===== src/rtl/sram_like_arbiter_if.sv =====
// Bundle of the two requester ports, the shared downstream SRAM-like port
// and the status outputs of sram_like_arbiter.
interface sram_like_arbiter_if #(
  parameter int CW = 3
);
  logic          m0_req;
  logic          m0_wr;
  logic [1:0]    m0_size;
  logic [31:0]   m0_addr;
  logic [31:0]   m0_wdata;
  logic [31:0]   m0_rdata;
  logic          m0_addr_ok;
  logic          m0_data_ok;

  logic          m1_req;
  logic          m1_wr;
  logic [1:0]    m1_size;
  logic [31:0]   m1_addr;
  logic [31:0]   m1_wdata;
  logic [31:0]   m1_rdata;
  logic          m1_addr_ok;
  logic          m1_data_ok;

  logic          s_req;
  logic          s_wr;
  logic [1:0]    s_size;
  logic [31:0]   s_addr;
  logic [31:0]   s_wdata;
  logic [31:0]   s_rdata;
  logic          s_addr_ok;
  logic          s_data_ok;

  logic [CW-1:0] outstanding;
  logic          err;

  // Arbiter side
  modport slave (
    input  m0_req, m0_wr, m0_size, m0_addr, m0_wdata,
    output m0_rdata, m0_addr_ok, m0_data_ok,
    input  m1_req, m1_wr, m1_size, m1_addr, m1_wdata,
    output m1_rdata, m1_addr_ok, m1_data_ok,
    output s_req, s_wr, s_size, s_addr, s_wdata,
    input  s_rdata, s_addr_ok, s_data_ok,
    output outstanding, err
  );

  // Requester / bridge side
  modport master (
    output m0_req, m0_wr, m0_size, m0_addr, m0_wdata,
    input  m0_rdata, m0_addr_ok, m0_data_ok,
    output m1_req, m1_wr, m1_size, m1_addr, m1_wdata,
    input  m1_rdata, m1_addr_ok, m1_data_ok,
    input  s_req, s_wr, s_size, s_addr, s_wdata,
    output s_rdata, s_addr_ok, s_data_ok,
    input  outstanding, err
  );
endinterface


===== src/rtl/sram_like_arbiter.sv =====
// Two-requester arbiter onto one in-order SRAM-like port; an owner FIFO
// remembers who issued each accepted request so responses are routed back.
module sram_like_arbiter #(
  parameter int DEPTH = 4,
  parameter int CW    = 3
) (
  input logic                clk,
  input logic                rst,
  sram_like_arbiter_if.slave bus
);

  localparam int PW = (DEPTH > 1) ? $clog2(DEPTH) : 1;

  typedef enum logic {
    UNLOCKED = 1'b0,
    LOCKED   = 1'b1
  } state_e;

  state_e         state_q;
  logic           owner_q;
  logic           lastGnt_q;

  logic [DEPTH-1:0] fifo_q;
  logic [PW-1:0]    wrPtr_q, wrPtr_d;
  logic [PW-1:0]    rdPtr_q, rdPtr_d;
  logic [CW-1:0]    count_q, count_d;
  logic             err_q;

  logic gnt;
  logic gntReq;
  logic full;
  logic empty;
  logic sReq;
  logic push;
  logic pop;
  logic head;

  assign full  = (count_q == CW'(DEPTH));
  assign empty = (count_q == '0);

  // A locked owner keeps the grant; otherwise a tie goes to whoever lost last time.
  always_comb begin
    gnt = 1'b0;
    if (state_q == LOCKED) begin
      gnt = owner_q;
    end else if (bus.m0_req && !bus.m1_req) begin
      gnt = 1'b0;
    end else if (bus.m1_req && !bus.m0_req) begin
      gnt = 1'b1;
    end else begin
      gnt = ~lastGnt_q;
    end
  end

  assign gntReq = gnt ? bus.m1_req : bus.m0_req;
  assign sReq   = gntReq & ~full & ~rst;
  assign push   = sReq & bus.s_addr_ok;
  assign pop    = bus.s_data_ok & ~empty & ~rst;
  assign head   = fifo_q[rdPtr_q];

  assign bus.s_req   = sReq;
  assign bus.s_wr    = sReq & (gnt ? bus.m1_wr : bus.m0_wr);
  assign bus.s_size  = sReq ? (gnt ? bus.m1_size  : bus.m0_size)  : 2'b00;
  assign bus.s_addr  = sReq ? (gnt ? bus.m1_addr  : bus.m0_addr)  : 32'h0;
  assign bus.s_wdata = sReq ? (gnt ? bus.m1_wdata : bus.m0_wdata) : 32'h0;

  assign bus.m0_addr_ok = push & ~gnt;
  assign bus.m1_addr_ok = push &  gnt;
  assign bus.m0_data_ok = pop  & ~head;
  assign bus.m1_data_ok = pop  &  head;

  assign bus.m0_rdata    = bus.s_rdata;
  assign bus.m1_rdata    = bus.s_rdata;
  assign bus.outstanding = count_q;
  assign bus.err         = err_q;

  always_comb begin
    wrPtr_d = wrPtr_q;
    rdPtr_d = rdPtr_q;
    count_d = count_q;
    if (push) begin
      wrPtr_d = (wrPtr_q == PW'(DEPTH - 1)) ? '0 : wrPtr_q + PW'(1);
    end
    if (pop) begin
      rdPtr_d = (rdPtr_q == PW'(DEPTH - 1)) ? '0 : rdPtr_q + PW'(1);
    end
    case ({push, pop})
      2'b10:   count_d = count_q + CW'(1);
      2'b01:   count_d = count_q - CW'(1);
      default: count_d = count_q;
    endcase
  end

  // Grant FSM; a full FIFO freezes it so a pending lock survives backpressure.
  always_ff @(posedge clk) begin
    if (rst) begin
      state_q   <= UNLOCKED;
      owner_q   <= 1'b0;
      lastGnt_q <= 1'b0;
    end else if (!full) begin
      if (sReq && !bus.s_addr_ok) begin
        state_q <= LOCKED;
        owner_q <= gnt;
      end else if (push) begin
        state_q   <= UNLOCKED;
        lastGnt_q <= gnt;
      end else begin
        state_q <= UNLOCKED;
      end
    end
  end

  always_ff @(posedge clk) begin
    if (rst) begin
      fifo_q  <= '0;
      wrPtr_q <= '0;
      rdPtr_q <= '0;
      count_q <= '0;
      err_q   <= 1'b0;
    end else begin
      if (push) begin
        fifo_q[wrPtr_q] <= gnt;
      end
      wrPtr_q <= wrPtr_d;
      rdPtr_q <= rdPtr_d;
      count_q <= count_d;
      if (bus.s_data_ok && empty) begin
        err_q <= 1'b1;
      end
    end
  end

endmodule


===== src/flat_wrapper.sv =====
// flat-port wrapper written by rule: the top's interface ports become plain ports
module sram_like_arbiter_flat 
#(
  parameter int DEPTH = 4,
  parameter int CW    = 3
)
  (clk, rst, bus_m0_req, bus_m0_wr, bus_m0_size, bus_m0_addr, bus_m0_wdata, bus_m0_rdata, bus_m0_addr_ok, bus_m0_data_ok, bus_m1_req, bus_m1_wr, bus_m1_size, bus_m1_addr, bus_m1_wdata, bus_m1_rdata, bus_m1_addr_ok, bus_m1_data_ok, bus_s_req, bus_s_wr, bus_s_size, bus_s_addr, bus_s_wdata, bus_s_rdata, bus_s_addr_ok, bus_s_data_ok, bus_outstanding, bus_err);
  sram_like_arbiter_if #(.CW(CW)) bus_i ();
  input logic clk;
  input logic rst;
  input wire logic [$bits(bus_i.m0_req)-1:0] bus_m0_req;
  input wire logic [$bits(bus_i.m0_wr)-1:0] bus_m0_wr;
  input wire logic [$bits(bus_i.m0_size)-1:0] bus_m0_size;
  input wire logic [$bits(bus_i.m0_addr)-1:0] bus_m0_addr;
  input wire logic [$bits(bus_i.m0_wdata)-1:0] bus_m0_wdata;
  output wire logic [$bits(bus_i.m0_rdata)-1:0] bus_m0_rdata;
  output wire logic [$bits(bus_i.m0_addr_ok)-1:0] bus_m0_addr_ok;
  output wire logic [$bits(bus_i.m0_data_ok)-1:0] bus_m0_data_ok;
  input wire logic [$bits(bus_i.m1_req)-1:0] bus_m1_req;
  input wire logic [$bits(bus_i.m1_wr)-1:0] bus_m1_wr;
  input wire logic [$bits(bus_i.m1_size)-1:0] bus_m1_size;
  input wire logic [$bits(bus_i.m1_addr)-1:0] bus_m1_addr;
  input wire logic [$bits(bus_i.m1_wdata)-1:0] bus_m1_wdata;
  output wire logic [$bits(bus_i.m1_rdata)-1:0] bus_m1_rdata;
  output wire logic [$bits(bus_i.m1_addr_ok)-1:0] bus_m1_addr_ok;
  output wire logic [$bits(bus_i.m1_data_ok)-1:0] bus_m1_data_ok;
  output wire logic [$bits(bus_i.s_req)-1:0] bus_s_req;
  output wire logic [$bits(bus_i.s_wr)-1:0] bus_s_wr;
  output wire logic [$bits(bus_i.s_size)-1:0] bus_s_size;
  output wire logic [$bits(bus_i.s_addr)-1:0] bus_s_addr;
  output wire logic [$bits(bus_i.s_wdata)-1:0] bus_s_wdata;
  input wire logic [$bits(bus_i.s_rdata)-1:0] bus_s_rdata;
  input wire logic [$bits(bus_i.s_addr_ok)-1:0] bus_s_addr_ok;
  input wire logic [$bits(bus_i.s_data_ok)-1:0] bus_s_data_ok;
  output wire logic [$bits(bus_i.outstanding)-1:0] bus_outstanding;
  output wire logic [$bits(bus_i.err)-1:0] bus_err;
  assign bus_i.m0_req = bus_m0_req;
  assign bus_i.m0_wr = bus_m0_wr;
  assign bus_i.m0_size = bus_m0_size;
  assign bus_i.m0_addr = bus_m0_addr;
  assign bus_i.m0_wdata = bus_m0_wdata;
  assign bus_m0_rdata = bus_i.m0_rdata;
  assign bus_m0_addr_ok = bus_i.m0_addr_ok;
  assign bus_m0_data_ok = bus_i.m0_data_ok;
  assign bus_i.m1_req = bus_m1_req;
  assign bus_i.m1_wr = bus_m1_wr;
  assign bus_i.m1_size = bus_m1_size;
  assign bus_i.m1_addr = bus_m1_addr;
  assign bus_i.m1_wdata = bus_m1_wdata;
  assign bus_m1_rdata = bus_i.m1_rdata;
  assign bus_m1_addr_ok = bus_i.m1_addr_ok;
  assign bus_m1_data_ok = bus_i.m1_data_ok;
  assign bus_s_req = bus_i.s_req;
  assign bus_s_wr = bus_i.s_wr;
  assign bus_s_size = bus_i.s_size;
  assign bus_s_addr = bus_i.s_addr;
  assign bus_s_wdata = bus_i.s_wdata;
  assign bus_i.s_rdata = bus_s_rdata;
  assign bus_i.s_addr_ok = bus_s_addr_ok;
  assign bus_i.s_data_ok = bus_s_data_ok;
  assign bus_outstanding = bus_i.outstanding;
  assign bus_err = bus_i.err;
  sram_like_arbiter #(.DEPTH(DEPTH), .CW(CW)) u_core (.clk(clk), .rst(rst), .bus(bus_i));
endmodule

===== config.mk =====
export PLATFORM = sky130hd
export DESIGN_NAME = sram_like_arbiter_flat
export DESIGN_NICKNAME = d
export VERILOG_FILES = /design/src/rtl/sram_like_arbiter_if.sv /design/src/rtl/sram_like_arbiter.sv /design/src/flat_wrapper.sv
export SDC_FILE = /design/constraint.sdc
export NUM_CORES = 1
export LEC_CHECK = 0
export BUFFER_PORTS_ARGS = -buffer_cell sky130_fd_sc_hd__buf_2
export CAP_MARGIN = 20
export CORE_ASPECT_RATIO = 0.75
export CORE_MARGIN = 8
export CORE_UTILIZATION = 25
export DETAILED_ROUTE_END_ITERATION = 10
export SLEW_MARGIN = 20
export SYNTH_ARGS = -nofsm -noshare
export SYNTH_HDL_FRONTEND = slang
export SYNTH_SLANG_ARGS = --single-unit

===== constraint.sdc =====
create_clock -name clk -period 3.6 [get_ports clk]
set_input_delay 0.54 -clock clk [delete_from_list [all_inputs] [get_ports clk]]
set_output_delay 0.54 -clock clk [all_outputs]
set_load 0.01 [all_outputs]

Word level (Yosys, flattened, before mapping):

Cells that the tools add are included.

* reduce and logical (&&, ||, !) cells: 12
* bitwise gates (word level): 17
* order comparisons: 3
* eq/ne operators: 5
* multiplexer cells: 20
* $add $sub $neg: 4

Operator list (number)
* 32-bit two-way mux: 4
* 1-bit AND: 10
* 1-bit two-way mux: 8
* 2-bit two-way mux: 4
* 1-bit inverter: 7
* 2-bit equality test, second input constant: 3
* 2-bit by 3-bit less-than comparator with 1-bit output, second input constant: 2
* 3-bit case mux with 2 select lines: 1
* 1-bit logical AND: 5
* 2-bit by 1-bit adder with 2-bit output, second input constant: 2
* 4-bit bitwise mux: 1
* 3-bit by 1-bit adder with 3-bit output, second input constant: 1
* 3-bit equality test, second input constant: 1
* 1-bit zero test: 3
* 3-bit zero test: 1
* 3-bit AND reduction: 1
* 3-bit by 1-bit subtractor with 3-bit output, second input constant: 1
* 1-bit binary-select mux with 2-bit select: 1
* 1-bit demux with 2-bit select: 1
* 2-bit by 1-bit equality test with 1-bit output, second input constant: 1
* 2-bit by 1-bit >= comparator with 1-bit output, second input constant: 1
* 2-bit AND reduction: 1
* 2-bit nonzero test: 1

* bits of input ports: 172
* bits in registers: 15
* output and inout port bits: 140
* logic and storage cells: 69

Longest topological paths before layout:

Gate-level depths: netlist of the first run.

* depth after elaboration: 11
* gate-level depth with buffers: 10
* depth with buffers taken out: 9

Least setup slack after synthesis of the first run:

No wires, ideal clock.

* path kind: input-to-reg
* start: in bus_m0_req
* end: reg u_core.count_q[2] (netlist: u_core.bus.outstanding[2])
* stages on the path: 10
* setup slack: 1.087 ns
* data arrival time: 2.443 ns
* path buffers: 1
* cell sequence: buf_2 > o21ai_0 > a211oi_1 > nand2_1 > ha_1 > inv_1 > fa_1 > xor2_1 > or3_1 > a21oi_1

* longest elaborated chain between the ends: 11

Ends and longest elaborated chain
* start, declared: RTL line flat_wrapper.sv:11 `input wire logic [$bits(bus_i.m0_req)-1:0] bus_m0_req;`
* 1-bit zero test: RTL line sram_like_arbiter.sv:48 `end else if (bus.m1_req && !bus.m0_req) begin`
* 1-bit logical AND: RTL line sram_like_arbiter.sv:48
* 1-bit two-way mux: RTL line sram_like_arbiter.sv:48
* 1-bit two-way mux: RTL line sram_like_arbiter.sv:46 `end else if (bus.m0_req && !bus.m1_req) begin`
* 1-bit two-way mux: RTL line sram_like_arbiter.sv:44 `if (state_q == LOCKED) begin`
* 1-bit two-way mux *: RTL line sram_like_arbiter.sv:55 `assign gntReq = gnt ? bus.m1_req : bus.m0_req;`
* 1-bit AND * (2 in series): RTL line sram_like_arbiter.sv:56 `assign sReq = gntReq & ~full & ~rst;`
* 1-bit AND *: RTL line sram_like_arbiter.sv:57 `assign push = sReq & bus.s_addr_ok;`
* 2-bit by 1-bit equality test with 1-bit output or 2-bit equality test (tied branches): RTL line sram_like_arbiter.sv:87 `case ({push, pop})`
* 3-bit case mux with 2 select lines or 2-bit nonzero test (tied branches)
* end signal, assigned: RTL line sram_like_arbiter.sv:126 `count_q <= count_d;`
* end, declared: RTL line sram_like_arbiter.sv:26 `logic [CW-1:0] count_q, count_d;`

Mark *: on every way between the ends. The rest lies on a longest branch, timed or not.
A chain may end at the register's enable or synchronous reset.

Final worst setup path of the first run:

* start: in bus_m0_req
* end: out bus_s_wdata[4]

* longest elaborated chain between the ends: 9

Ends and longest elaborated chain
* 1-bit zero test: RTL line sram_like_arbiter.sv:48
* 1-bit logical AND: RTL line sram_like_arbiter.sv:48
* 1-bit two-way mux: RTL line sram_like_arbiter.sv:48
* 1-bit two-way mux: RTL line sram_like_arbiter.sv:46
* 1-bit two-way mux: RTL line sram_like_arbiter.sv:44
* 1-bit two-way mux: RTL line sram_like_arbiter.sv:55
* 1-bit AND (2 in series): RTL line sram_like_arbiter.sv:56
* 32-bit two-way mux *: RTL line sram_like_arbiter.sv:65 `assign bus.s_wdata = sReq ? (gnt ? bus.m1_wdata : bus.m0_wdata) : 32'h0;`
* end, declared: RTL line flat_wrapper.sv:31 `output wire logic [$bits(bus_i.s_wdata)-1:0] bus_s_wdata;`

Marked as above.

==> impl_metrics.yaml, run 1 <==
grt:
  antenna_found_initial: 1
  grt_use_total: 0.147
  grt_first_pass_wirelength_um: 28100
  grt_pass1_vias: 5231
  gr-total-overflow: 0
  grt_max_degree: 57
clock_network:
  cts_tree: "built"
  cts_sinks: 15
  clk_pin_slew_worst_paths_ns: 0.05
  cts_hold_buf: 0
  cts_setup_buffers: 0
  cts_max_path_buffers: 2
  htreeDepth: 1
  numCtsBuffers: 3
  ctsResizeCount: 0
  clkLatencyLatePin_ns: 0.25
  cts_root_buf: "clkbuf_16"
timing:
  grt_setup_unrepaired: "no"
  fin_skew_ns: 0.00184
  worst_pin_slew_ns: 0.866
  fin_crit_sh: 0.816
  slew_headroom: 0.423
  drv_slew: 0
  final_hold_viol_count: 0
  fin_setup_tns_ns: 0
  fin_crit_ns: 2.94
  whs_ns: 0.455
  fmax_mhz: 340
  setup_viol: 0
routing:
  ant_nets: 0
  drt-vias-per-instance: 5.53
  drt_wl_total_um: 17800
  route.detailed.drc: 0
  initialDrtViolationCount: 507
  dr.pass1.iters: 5
  vias: 5399
  avgRoutedWirePerCell_um: 18.2
synthesis:
  ys_top_cells_by_area: "mux2_2 17%, nand3_1 15%, nor4b_1 13%"
  synth_top_cells_by_count: "134 x nand3_1, 71 x a21oi_1, 68 x mux2_2"
  yosysMostFrequentCell: "nand3_1"
  synth_edf_count: 0
  yosysTopAreaCell: "mux2_2"
  ys_ff_latch: 15
  synthCells: 643
  synth_warnings: 0
  syn-num-nets: 822
  yosysTopAreaCellShare: 0.172
  synthArstFlopShare: 0
  yosysUniqueCellTypes: 35
  ys_seq_area_frac: 0.0675
  avgSynthCellArea_um2: 6.92
  dominantRegCellSynth: "dfxtp_1"
  synth_area_mm2: 0.00445
hold_path:
  hp-class: "reg2reg"
power_and_ir_drop:
  leakagePower_nw: 2.10
  ir_drop_uv: 150
  p_per_area_mw_per_mm2: 229
critical_path:
  slowest_delay_ns: 0.55
  crit_family: "buffers and inverters"
  worstSetupPathType: "in2out"
  arrival_ns: 2.40
  path_cells: "buf_2 -> buf_4 -> o21ba_2 -> buf_12 -> nand3_1 -> a31oi_1 -> buf_2"
  cp.buffers_inverters: 4
  crit_top_cell: "buf_2"
  crit_slowest_cell: "o21ba_2"
  end_kind: "output port"
  worst_setup_path_start_kind: "primary input"
  cp.required_ns: 3.06
  cp_max_fo: 38
place:
  dp_cells: 973
  hpwlAfterDp_um: 12500
  postPlaceCellArea_mm2: 0.00521
  place.port_buffers: 215
  gp_congestion: 0.841
die:
  core_mm2: 0.0176
  rows: 42
  dieArea_mm2: 0.0224
  dieWidth_um: 170
  num_io_pins: 312
  initial_core_util: 0.254
  die_y_um: 132
final_layout:
  fin_cells: 977
  layout-drive-gt1-share: 0.427
  antenna_cells: 0
  filler_cell_count: 1983
  final_area_mm2: 0.00529
  nNetsFinal: 915
  area_growth_pct: 18.9
outcome:
  status: "finished clean"
flow_run:
  timing.max_cap.violations: 0
## worst reg2reg max path, cell delays in order (launching register included)
cell      delay, ns
dfxtp_1        0.40
nor3b_2        0.46
a211oi_1       0.19
nand2_1        0.12
ha_1           0.18
inv_1          0.06
fa_1           0.37
xor2_1         0.16
or3_1          0.30
a21oi_1        0.14
## flip-flops by register name, summed over array words and instances (netlist names)
name,cells
u_core.wrPtr_q,2
u_core.bus.outstanding,3
u_core.owner_q,1
u_core.state_q,1
u_core.fifo_q,4
u_core.rdPtr_q,2
u_core.bus.err,1
u_core.lastGnt_q,1
## where the power goes
group          internal, mW  total (mW)  switching (mW)
logic                 0.343       0.786           0.443
clock network         0.150       0.220          0.0700
registers             0.180       0.209          0.0289
total                 0.673        1.21           0.542
## per-layer routing
layer  vias up  wire length [um]  track usage
li1       2565                 -            -
met1      2535              7930        0.194
met2       269              7810        0.234
met3        28              1730       0.0365
met4         2               305       0.0355
met5         -                 8            0
## worst paths after layout
check,from,to,slack (ns),cells past startpoint
worst min register to register,u_core.fifo_q[3],u_core.fifo_q[3],0.45,2
worst min-delay path,u_core.fifo_q[3],u_core.fifo_q[3],0.45,2
worst max register to register,u_core.bus.outstanding[2],u_core.bus.outstanding[2],1.16,9
worst max-delay path,bus_m0_req,bus_s_wdata[4],0.66,7
## final cells by class
class	instances	area, um^2	share of cell area
multi-input cells	473	3320	0.627
repair buffers	232	1240	0.235
flip-flops and latches	15	309	0.0584
well taps	242	303	0.0572
clock buffers	4	78.8	0.0149
inverters	11	41.3	0.00780
## through the flow
step | utilization | power, mW | setup slack, ns
global placement | 0.297 | 0.995 | 0.657
global route | 0.302 | 1.31 | 0.474
finish | 0.302 | 1.21 | 0.661
floorplan | - | 0.782 | 1.09
CTS | 0.302 | 1.22 | 0.664
detailed placement | 0.297 | 0.998 | 0.664
## cell families (layout without fill, tap and decap cells)
group	after synthesis	count (layout)	share of synthesized area
compound gates	155	155	0.206
xor+xnor	2	2	0.00394
fa+ha+maj	7	7	0.0214
buf+inv	155	247	0.190
flops	15	15	0.0675
mux	78	78	0.198
simple gates	231	231	0.313
## placed cells by master, fill, tap and decap left out, types with 2 or more instances in the layout
cell and n:
clkbuf_16 3, ha_1 6, nand3_1 134, nand2_1 11, nor3_1 3, xor2_1 2, nor4b_1 67, mux2i_1 8
buf_12 3, dfxtp_1 12, a2111oi_0 5, buf_4 14, inv_1 11, a21oi_1 71, mux2_2 68, and2_1 2
nor2_1 10, dfxtp_4 2, a211oi_1 2, o21ai_0 2, a31oi_1 67, buf_2 215, or3_1 2
Power figures use the tool's default switching activity.
==> run 2, diff against run 1 <==
==> constraint.sdc (replaced) <==
create_clock -name clk -period 2.75 [get_ports clk]
set_input_delay 0.4125 -clock clk [delete_from_list [all_inputs] [get_ports clk]]
set_output_delay 0.4125 -clock clk [all_outputs]
set_load 0.01 [all_outputs]
==> run 2 against run 1 <==
Against the previous run: sequential share of layout area down 0.090 points; sequential cell count is the same; die area is the same; clock skew grew 0.0043 ns; register-to-register slack worse by 0.73 ns; critical endpoint is now bus_s_wdata[19]; sequential power is 27% higher; global-route usage decreased by 0.23 points; setup slack got worse by 0.46 ns; clock-buffer cell count is the same; wire length shrank 1.6%; final area increased by 1.6%; non-clock buffer count grew 6.
==> impl_metrics.yaml, run 2 (synthesis results as in run 1) <==
critical_path:
  crit_slowest_cell: "dfxtp_2"
  cp.required_ns: 2.34
  r2r_end: "u_core.bus.outstanding[2]"
  ff2ff_setup_slack_ns: 0.43
  cp_max_fo: 38
  end_kind: "output port"
  reg2reg_depth: 9
  worstSetupPathType: "reg2out"
  slowest_delay_ns: 0.68
  rr_startpoint: "u_core.bus.outstanding[2]"
  worst_setup_path_start_kind: "register"
  path_cells: "a21bo_2 -> buf_4 -> nand3_1 -> a31oi_1 -> buf_2"
  arrival_ns: 2.14
hold_path:
  min_path_cells: 3
  hold_end: "u_core.bus.err"
  worstHoldStart: "bus_s_data_ok"
  hp-class: "in2reg"
final_layout:
  multiInputGateArea_mm2: 0.00332
  nNetsFinal: 921
  filler_cell_count: 1984
  largest_register_ffs: 4
  area_growth_pct: 20.8
  top_register: "u_core.fifo_q"
  antenna_cells: 0
  final_common_cell: "buf_2"
  layout-drive-gt1-share: 0.432
  register_area_um2: 309
  final_cell_mix: "215 x buf_2, 134 x nand3_1, 71 x a21oi_1"
clock_network:
  clkLatencyLatePin_ns: 0.25
  cts_setup_buffers: 0
  cts_max_path_buffers: 2
  cts_tree: "built"
  numCtsBuffers: 3
  cts_hold_buf: 0
  htreeDepth: 1
  cts_sinks: 15
  clk_pin_slew_worst_paths_ns: 0.05
  ctsResizeCount: 0
  cts_root_buf: "clkbuf_16"
timing:
  worst_pin_slew_ns: 0.750
  fmax_mhz: 392
  fin_crit_ns: 2.55
  final_hold_viol_count: 0
  fin_skew_ns: 0.00613
  whs_ns: 0.423
  grt_setup_unrepaired: "no"
  slew_headroom: 0.487
  fin_crit_sh: 0.929
  drv_slew: 0
  setup_viol: 0
  fin_setup_tns_ns: 0
grt:
  grt_first_pass_wirelength_um: 28000
  grt_pass1_vias: 5318
  grt_use_total: 0.144
  gr-total-overflow: 0
  grt_max_degree: 70
  antenna_found_initial: 0
power_and_ir_drop:
  p_total_mw: 1.61
  p_per_area_mw_per_mm2: 299
  leakagePower_nw: 2.15
  ir_drop_uv: 224
die:
  core_mm2: 0.0176
  initial_core_util: 0.254
  num_io_pins: 312
  die_y_um: 132
  dieWidth_um: 170
  dieArea_mm2: 0.0224
  rows: 42
outcome:
  status: "finished clean"
routing:
  avgRoutedWirePerCell_um: 17.8
  drt-vias-per-instance: 5.50
  drt_wl_total_um: 17500
  initialDrtViolationCount: 436
  route.detailed.drc: 0
  vias: 5409
  dr.pass1.iters: 4
  ant_nets: 0
place:
  hpwlAfterDp_um: 12400
  place.port_buffers: 215
  gp_congestion: 0.833
flow_run:
  timing.max_cap.violations: 0
==> run 2: final cells by class <==
type                            count  area share
Multi-Input combinational cell    473       0.618
Timing Repair Buffer              238       0.246
Sequential cell                    15      0.0575
Tap cell                          242      0.0563
Clock buffer                        4      0.0147
Inverter                           11     0.00768
==> run 2: stage by stage <==
step	instances	setup WS (ns)	cell area, um^2	utilization
after detailed placement	979	0.302	5300	0.302
after global routing	983	0.0364	5380	0.306
after global placement	979	0.326	5300	0.302
final	983	0.196	5380	0.306
after CTS	983	0.178	5380	0.306
after floorplan	643	0.364	4450	-
==> run 2: worst max path at each step <==
stage | start | endpoint | slack (ns) | depth (start not counted)
floorplan | bus_m0_req | u_core.bus.outstanding[2] | 0.36 | 10
global placement | bus_m0_req | u_core.bus.outstanding[2] | 0.33 | 10
detailed placement | bus_m0_req | u_core.bus.outstanding[2] | 0.30 | 10
CTS | u_core.owner_q | bus_m1_addr_ok | 0.18 | 7
global route | u_core.lastGnt_q | bus_s_wdata[26] | 0.04 | 5
finish | u_core.lastGnt_q | bus_s_wdata[19] | 0.20 | 5
==> run 2: worst max-delay path, delay by kind of cell (launching register included) <==
kind / cells / cell delay (ns)
flops: 1 / 0.68
buf+inv: 2 / 0.58
compound gates: 2 / 0.49
simple gates: 1 / 0.13
==> run 2: where the power goes <==
group | internal (mW) | switching, mW | total, mW
Combinational | 0.466 | 0.592 | 1.06
Clock | 0.196 | 0.0902 | 0.287
Sequential | 0.235 | 0.0301 | 0.265
Total | 0.897 | 0.712 | 1.61
==> run 2: per-layer routing <==
layer | track usage | vias to the layer above | wire, um
met4 | 0.0282 | 0 | 227
li1 | - | 2584 | -
met3 | 0.0365 | 26 | 1730
met1 | 0.189 | 2531 | 7850
met5 | 0 | - | 0
met2 | 0.236 | 268 | 7690
